### config.mk
export PLATFORM = sky130hd
export DESIGN_NAME = sos_input_pacer
export DESIGN_NICKNAME = d
export VERILOG_FILES = /design/src/rtl/sos_input_pacer.sv
export SDC_FILE = /design/constraint.sdc
export NUM_CORES = 1
export LEC_CHECK = 0
export CORE_UTILIZATION = 40
export CTS_CLUSTER_SIZE = 25
export DETAILED_ROUTE_END_ITERATION = 16
export GPL_TIMING_DRIVEN = 0
export MAX_ROUTING_LAYER = met4
export SYNTH_ARGS = -nofsm -noshare
export SYNTH_HDL_FRONTEND = slang
export SYNTH_SLANG_ARGS = --single-unit
### constraint.sdc
create_clock -name clk -period 7.4 [get_ports clk]
set_input_delay 1.48 -clock clk [delete_from_list [all_inputs] [get_ports clk]]
set_output_delay 1.48 -clock clk [all_outputs]
set_load 0.02 [all_outputs]
### src/rtl/sos_input_pacer.sv
// Buffers Q1.15 samples and feeds a biquad (SOS) stage one sample at a time, waiting for its result or a timeout.
// Build option: define SOS_PACER_STATS_EN for saturating issue/timeout counters (tied to zero otherwise).
module sos_input_pacer #(
  parameter int DATA_W     = 16,
  parameter int FIFO_DEPTH = 8,
  parameter int TIMEOUT    = 64
) (
  input  logic                          clk,
  input  logic                          rst,
  input  logic                          s_valid,
  output logic                          s_ready,
  input  logic [DATA_W-1:0]             s_data,
  output logic                          sos_valid_in,
  output logic [DATA_W-1:0]             sos_data_in,
  input  logic                          sos_done,
  output logic                          busy,
  output logic [$clog2(FIFO_DEPTH):0]   fifo_level,
  output logic                          timeout_pulse,
  output logic                          timeout_sticky,
  input  logic                          clr_flags,
  output logic [15:0]                   issue_count,
  output logic [15:0]                   timeout_count
);
  localparam int PTR_W = $clog2(FIFO_DEPTH);
  localparam int LVL_W = PTR_W + 1;
  localparam int CNT_W = $clog2(TIMEOUT);
  localparam logic [LVL_W-1:0] FULL_LVL = LVL_W'(FIFO_DEPTH);
  localparam logic [CNT_W-1:0] TERM_CNT = CNT_W'(TIMEOUT - 1);

  typedef enum logic [1:0] {S_IDLE, S_ISSUE, S_WAIT, S_GAP} state_e;
  state_e state_q, state_d;

  logic [DATA_W-1:0] mem_q [FIFO_DEPTH];
  logic [PTR_W-1:0]  wr_ptr_q, rd_ptr_q;
  logic [LVL_W-1:0]  level_q, level_d;
  logic [CNT_W-1:0]  wait_cnt_q, wait_cnt_d;
  logic              sos_valid_q;
  logic [DATA_W-1:0] sos_data_q;
  logic              timeout_pulse_q;
  logic              sticky_q, sticky_d;
  logic              push, pop, timeout_fire;

  // Full is judged on the registered level, so a same-cycle pop never opens a slot.
  assign s_ready = (level_q != FULL_LVL);
  assign push    = s_valid && s_ready;

  // State register
  always_ff @(posedge clk) begin
    if (rst) state_q <= S_IDLE;
    else     state_q <= state_d;
  end

  // Next-state logic
  always_comb begin
    state_d = state_q;
    case (state_q)
      S_IDLE:  if (level_q != '0) state_d = S_ISSUE;
      S_ISSUE: state_d = S_WAIT;
      S_WAIT: begin
        if (sos_done)                    state_d = S_GAP;
        else if (wait_cnt_q == TERM_CNT) state_d = S_IDLE;
      end
      S_GAP:   state_d = S_IDLE;
      default: state_d = S_IDLE;
    endcase
  end

  // Output / control decode; a result on the terminal-count cycle beats the timeout.
  always_comb begin
    pop          = 1'b0;
    timeout_fire = 1'b0;
    wait_cnt_d   = wait_cnt_q;
    case (state_q)
      S_ISSUE: begin
        pop        = 1'b1;
        wait_cnt_d = '0;
      end
      S_WAIT: begin
        wait_cnt_d   = wait_cnt_q + CNT_W'(1);
        timeout_fire = !sos_done && (wait_cnt_q == TERM_CNT);
      end
      default: ;
    endcase
  end

  always_comb begin
    level_d = level_q;
    case ({push, pop})
      2'b10:   level_d = level_q + LVL_W'(1);
      2'b01:   level_d = level_q - LVL_W'(1);
      default: level_d = level_q;
    endcase
  end

  always_comb begin
    sticky_d = sticky_q;
    if (timeout_fire)   sticky_d = 1'b1;
    else if (clr_flags) sticky_d = 1'b0;
  end

  // Sample storage has no reset so it maps onto distributed/block RAM.
  always_ff @(posedge clk) begin
    if (push) mem_q[wr_ptr_q] <= s_data;
  end

  always_ff @(posedge clk) begin
    if (rst) begin
      wr_ptr_q        <= '0;
      rd_ptr_q        <= '0;
      level_q         <= '0;
      wait_cnt_q      <= '0;
      sos_valid_q     <= 1'b0;
      sos_data_q      <= '0;
      timeout_pulse_q <= 1'b0;
      sticky_q        <= 1'b0;
    end else begin
      if (push) wr_ptr_q <= wr_ptr_q + PTR_W'(1);
      if (pop) begin
        rd_ptr_q   <= rd_ptr_q + PTR_W'(1);
        sos_data_q <= mem_q[rd_ptr_q];
      end
      level_q         <= level_d;
      wait_cnt_q      <= wait_cnt_d;
      sos_valid_q     <= pop;
      timeout_pulse_q <= timeout_fire;
      sticky_q        <= sticky_d;
    end
  end

  assign sos_valid_in   = sos_valid_q;
  assign sos_data_in    = sos_data_q;
  assign timeout_pulse  = timeout_pulse_q;
  assign timeout_sticky = sticky_q;
  assign fifo_level     = level_q;
  assign busy           = (state_q != S_IDLE) || (level_q != '0);

`ifdef SOS_PACER_STATS_EN
  logic [15:0] issue_cnt_q, issue_cnt_d;
  logic [15:0] to_cnt_q, to_cnt_d;

  // Counters saturate; a clear takes priority over a coincident increment.
  always_comb begin
    issue_cnt_d = issue_cnt_q;
    to_cnt_d    = to_cnt_q;
    if (clr_flags) begin
      issue_cnt_d = '0;
      to_cnt_d    = '0;
    end else begin
      if (pop && issue_cnt_q != 16'hFFFF)       issue_cnt_d = issue_cnt_q + 16'd1;
      if (timeout_fire && to_cnt_q != 16'hFFFF) to_cnt_d    = to_cnt_q + 16'd1;
    end
  end

  always_ff @(posedge clk) begin
    if (rst) begin
      issue_cnt_q <= '0;
      to_cnt_q    <= '0;
    end else begin
      issue_cnt_q <= issue_cnt_d;
      to_cnt_q    <= to_cnt_d;
    end
  end

  assign issue_count   = issue_cnt_q;
  assign timeout_count = to_cnt_q;
`else
  assign issue_count   = '0;
  assign timeout_count = '0;
`endif

endmodule

==> reports/results.ini <==
[outcome]
outcome = finished, final reports clean

[clock_tree]
clk_path_buf_depth = 2
cts_made_buffers = 17
cts.hold.buffers_added = 0
cts_sinks = 165
cts_tree = done
clk_latency_ns = 0.42
ctsHtreeMaxLevel = 4
cts_root_buf = clkbuf_16
ctsResizeCount = 0
cts_setup_buffers = 0
path_clk_slew_ns = 0.06

[timing]
rsz0062_at_grt = false
setup-violations-final = 0
finalHoldViolations = 0
finalCriticalPeriod_ns = 3.54
finalSetupTns_ns = 0
fmax_ghz = 0.282
max-slew-margin-rel = 0.469
slew_violations = 0
skew_ns = 0.0108
worst_pin_slew_ns = 0.792
period_share = 0.479

[power]
seqPwrFrac = 0.419
p_leak_nw = 2.84
p_sw_mw = 0.831
pwr-share-clk = 0.294
combPwrFrac = 0.287
p_int_mw = 1.90
power_mw = 2.74
power_density_nw_per_um2 = 334
switching_share = 0.304
ir_drop_mv = 0.202

[floorplanning]
die_height_um = 131
die_area_um2 = 17100
core-area_um2 = 16100
rows = 46
die_width_um = 131
initial_utilization = 0.413
ios = 78

[worst_setup_path]
start_kind = register
cp.depth = 4
crit_type = register to primary output
crit_path_cell_trace = buf_6 > or4b_4 > buf_6 > clkdlybuf4s50_1
critPathMaxStageDelay_ns = 0.53
cp_max_fo = 8
startpoint = fifo_level[1]$_SDFFE_PP0P_
worstPathArrival_ns = 2.06
path_buf_inv = 3
critPathRequiredTime_ns = 5.92
cp_top_family = buffers and inverters
worstRegToRegCells = 10
crit-reg2reg-launch = fifo_level[1]$_SDFFE_PP0P_
endpoint_kind = primary output
worst_path_most_repeated_cell = buf_6
slowest_stage = clkdlybuf4s50_1

[worst_hold_path]
hp-class = register to register
worstHoldPathCells = 2
worstHoldStart = sos_data_in[4]$_SDFFE_PP0P_

[routing]
wl_um = 13100
drc_errors = 0
detail_route.first_pass.iterations = 4
final_antenna_net_count = 0
dr.first_iter.drc_count = 341
vias = 3668
wl_per_cell_um = 17.6
routed_via_density = 4.94

[finish]
final_nets = 544
syn_to_final_growth_pct = 23.4
final_util = 0.510
drive_gt1_frac = 0.247
final_common_cell = edfxtp_1
nFillCells = 1335
diodes = 0
layout_common_cells = edfxtp_1 (128), clkdlybuf4s50_1 (44), dfxtp_1 (37), buf_4 (34)
fin_area_um2 = 8180

[run]
cap_violations = 0

[logic_synthesis]
avgSynthCellArea_um2 = 16.3
ys_types = 42
syn_area_um2 = 6630
yosys_warnings = 0
synthCells = 406
seq_area_frac_synth = 0.691
ys_seq_elements = 165

[global_routing]
grt_usage = 0.176
globalRouteOverflowTotal = 0
grt_max_degree = 17
antenna_found_initial = 0
grt_pass1_wl_um = 20600
grt_pass1_vias = 3680

[place]
dpl-instance-area_um2 = 7640
dpl.hpwl_um = 8990
gp_congestion = 0.816
portBuffers = 44

==> worst reg2reg max path, cell delays in order (launching register included) <==
cell and delay [ns]:
dfxtp_1 0.32, buf_6 0.13, or4b_4 0.51, buf_6 0.15
nand2_8 0.10, ha_1 0.23, clkbuf_1 0.20, nor4b_1 0.34
o21ai_1 0.10, o31ai_1 0.08, mux2_1 0.34
==> final timing paths <==
| kind | to | slack, ns |
|---|---|---|
| worst max register to register | fifo_level[3]$_SDFFE_PP0P_ | 4.79 |
| worst min-delay path | sos_data_in[4]$_SDFFE_PP0P_ | 0.48 |
| worst min register to register | sos_data_in[4]$_SDFFE_PP0P_ | 0.48 |
| worst max-delay path | s_ready | 3.86 |
==> sequential cells by signal, indices dropped and copies added, names as in the netlist <==
register / cells
sos_data_in: 16
wait_cnt_q: 6
mem_q: 128
timeout_pulse: 1
timeout_sticky: 1
rd_ptr_q: 3
fifo_level: 4
sos_valid_in: 1
state_q: 2
wr_ptr_q: 3
==> power by group through the flow <==
stage	clock network (mW)	logic (mW)	registers, mW
after global routing	0.859	0.864	1.16
after detailed placement	0	0.798	1.17
after CTS	0.818	0.801	1.15
final	0.805	0.785	1.15
after floorplan	0	0.480	1.21
after global placement	0	0.770	1.16
==> kinds of logic after synthesis <==
family | after synthesis | share of synthesized area
AO/OA/AOI/OAI | 37 | 0.0347
XOR/XNOR | 10 | 0.0132
adder cells (fa/ha/maj) | 10 | 0.0189
buffers and inverters | 58 | 0.0574
flip-flops | 165 | 0.691
multiplexers | 35 | 0.113
other | 1 | 0.000566
AND/OR/NAND/NOR | 90 | 0.0704
==> Yosys cell counts, drive strengths merged <==
library cell | instances | area [um2]
a21o | 1 | 7.51
a21oi | 10 | 53.8
a311oi | 1 | 8.76
a31o | 1 | 8.76
and3 | 1 | 6.26
buf | 42 | 320
clkbuf | 11 | 41.3
conb | 1 | 3.75
dfxtp | 37 | 741
edfxtp | 128 | 3840
ha | 10 | 125
inv | 5 | 18.8
mux2 | 1 | 11.3
mux2i | 2 | 20.0
mux4 | 32 | 721
nand2 | 9 | 52.6
nand2b | 6 | 37.5
nand3 | 6 | 35.0
nand3b | 2 | 15.0
nand4 | 2 | 12.5
nor2 | 32 | 120
nor2b | 4 | 25.0
nor3 | 21 | 105
nor4 | 2 | 12.5
nor4b | 1 | 8.76
nor4bb | 1 | 10.0
o2111a | 1 | 11.3
o21ai | 5 | 25.0
o22ai | 16 | 100
o31ai | 2 | 15.0
or3 | 2 | 12.5
or4b | 1 | 13.8
xnor2 | 1 | 8.76
xor2 | 9 | 78.8
==> cell type report <==
| class | instances | area, um2 | share of cell area |
|---|---|---|---|
| timing repair buffer | 57 | 591 | 0.0722 |
| clock buffer | 19 | 443 | 0.0541 |
| buffer | 53 | 362 | 0.0442 |
| clock inverter | 13 | 100 | 0.0122 |
| tap | 216 | 270 | 0.0330 |
| inverter | 5 | 18.8 | 0.00229 |
| sequential | 165 | 4580 | 0.560 |
| multi-input combinational | 214 | 1820 | 0.222 |
==> metrics by stage <==
step | worst slack (ns) | cells | hold slack, ns
floorplan | 3.86 | 437 | 0.458
global placement | 1.55 | 697 | 0.462
detailed placement | 3.67 | 710 | 0.468
CTS | 3.84 | 742 | 0.480
global route | 3.80 | 742 | 0.503
finish | 3.86 | 742 | 0.479
==> routing by layer <==
metal	up-vias	track usage	part of all wire
met5	-	-	0
met4	0	0.0521	0.013
met3	11	0.0476	0.048
met2	110	0.280	0.49
met1	1837	0.221	0.44
li1	1710	-	-
Note: power is estimated with default switching activity, not from simulation.
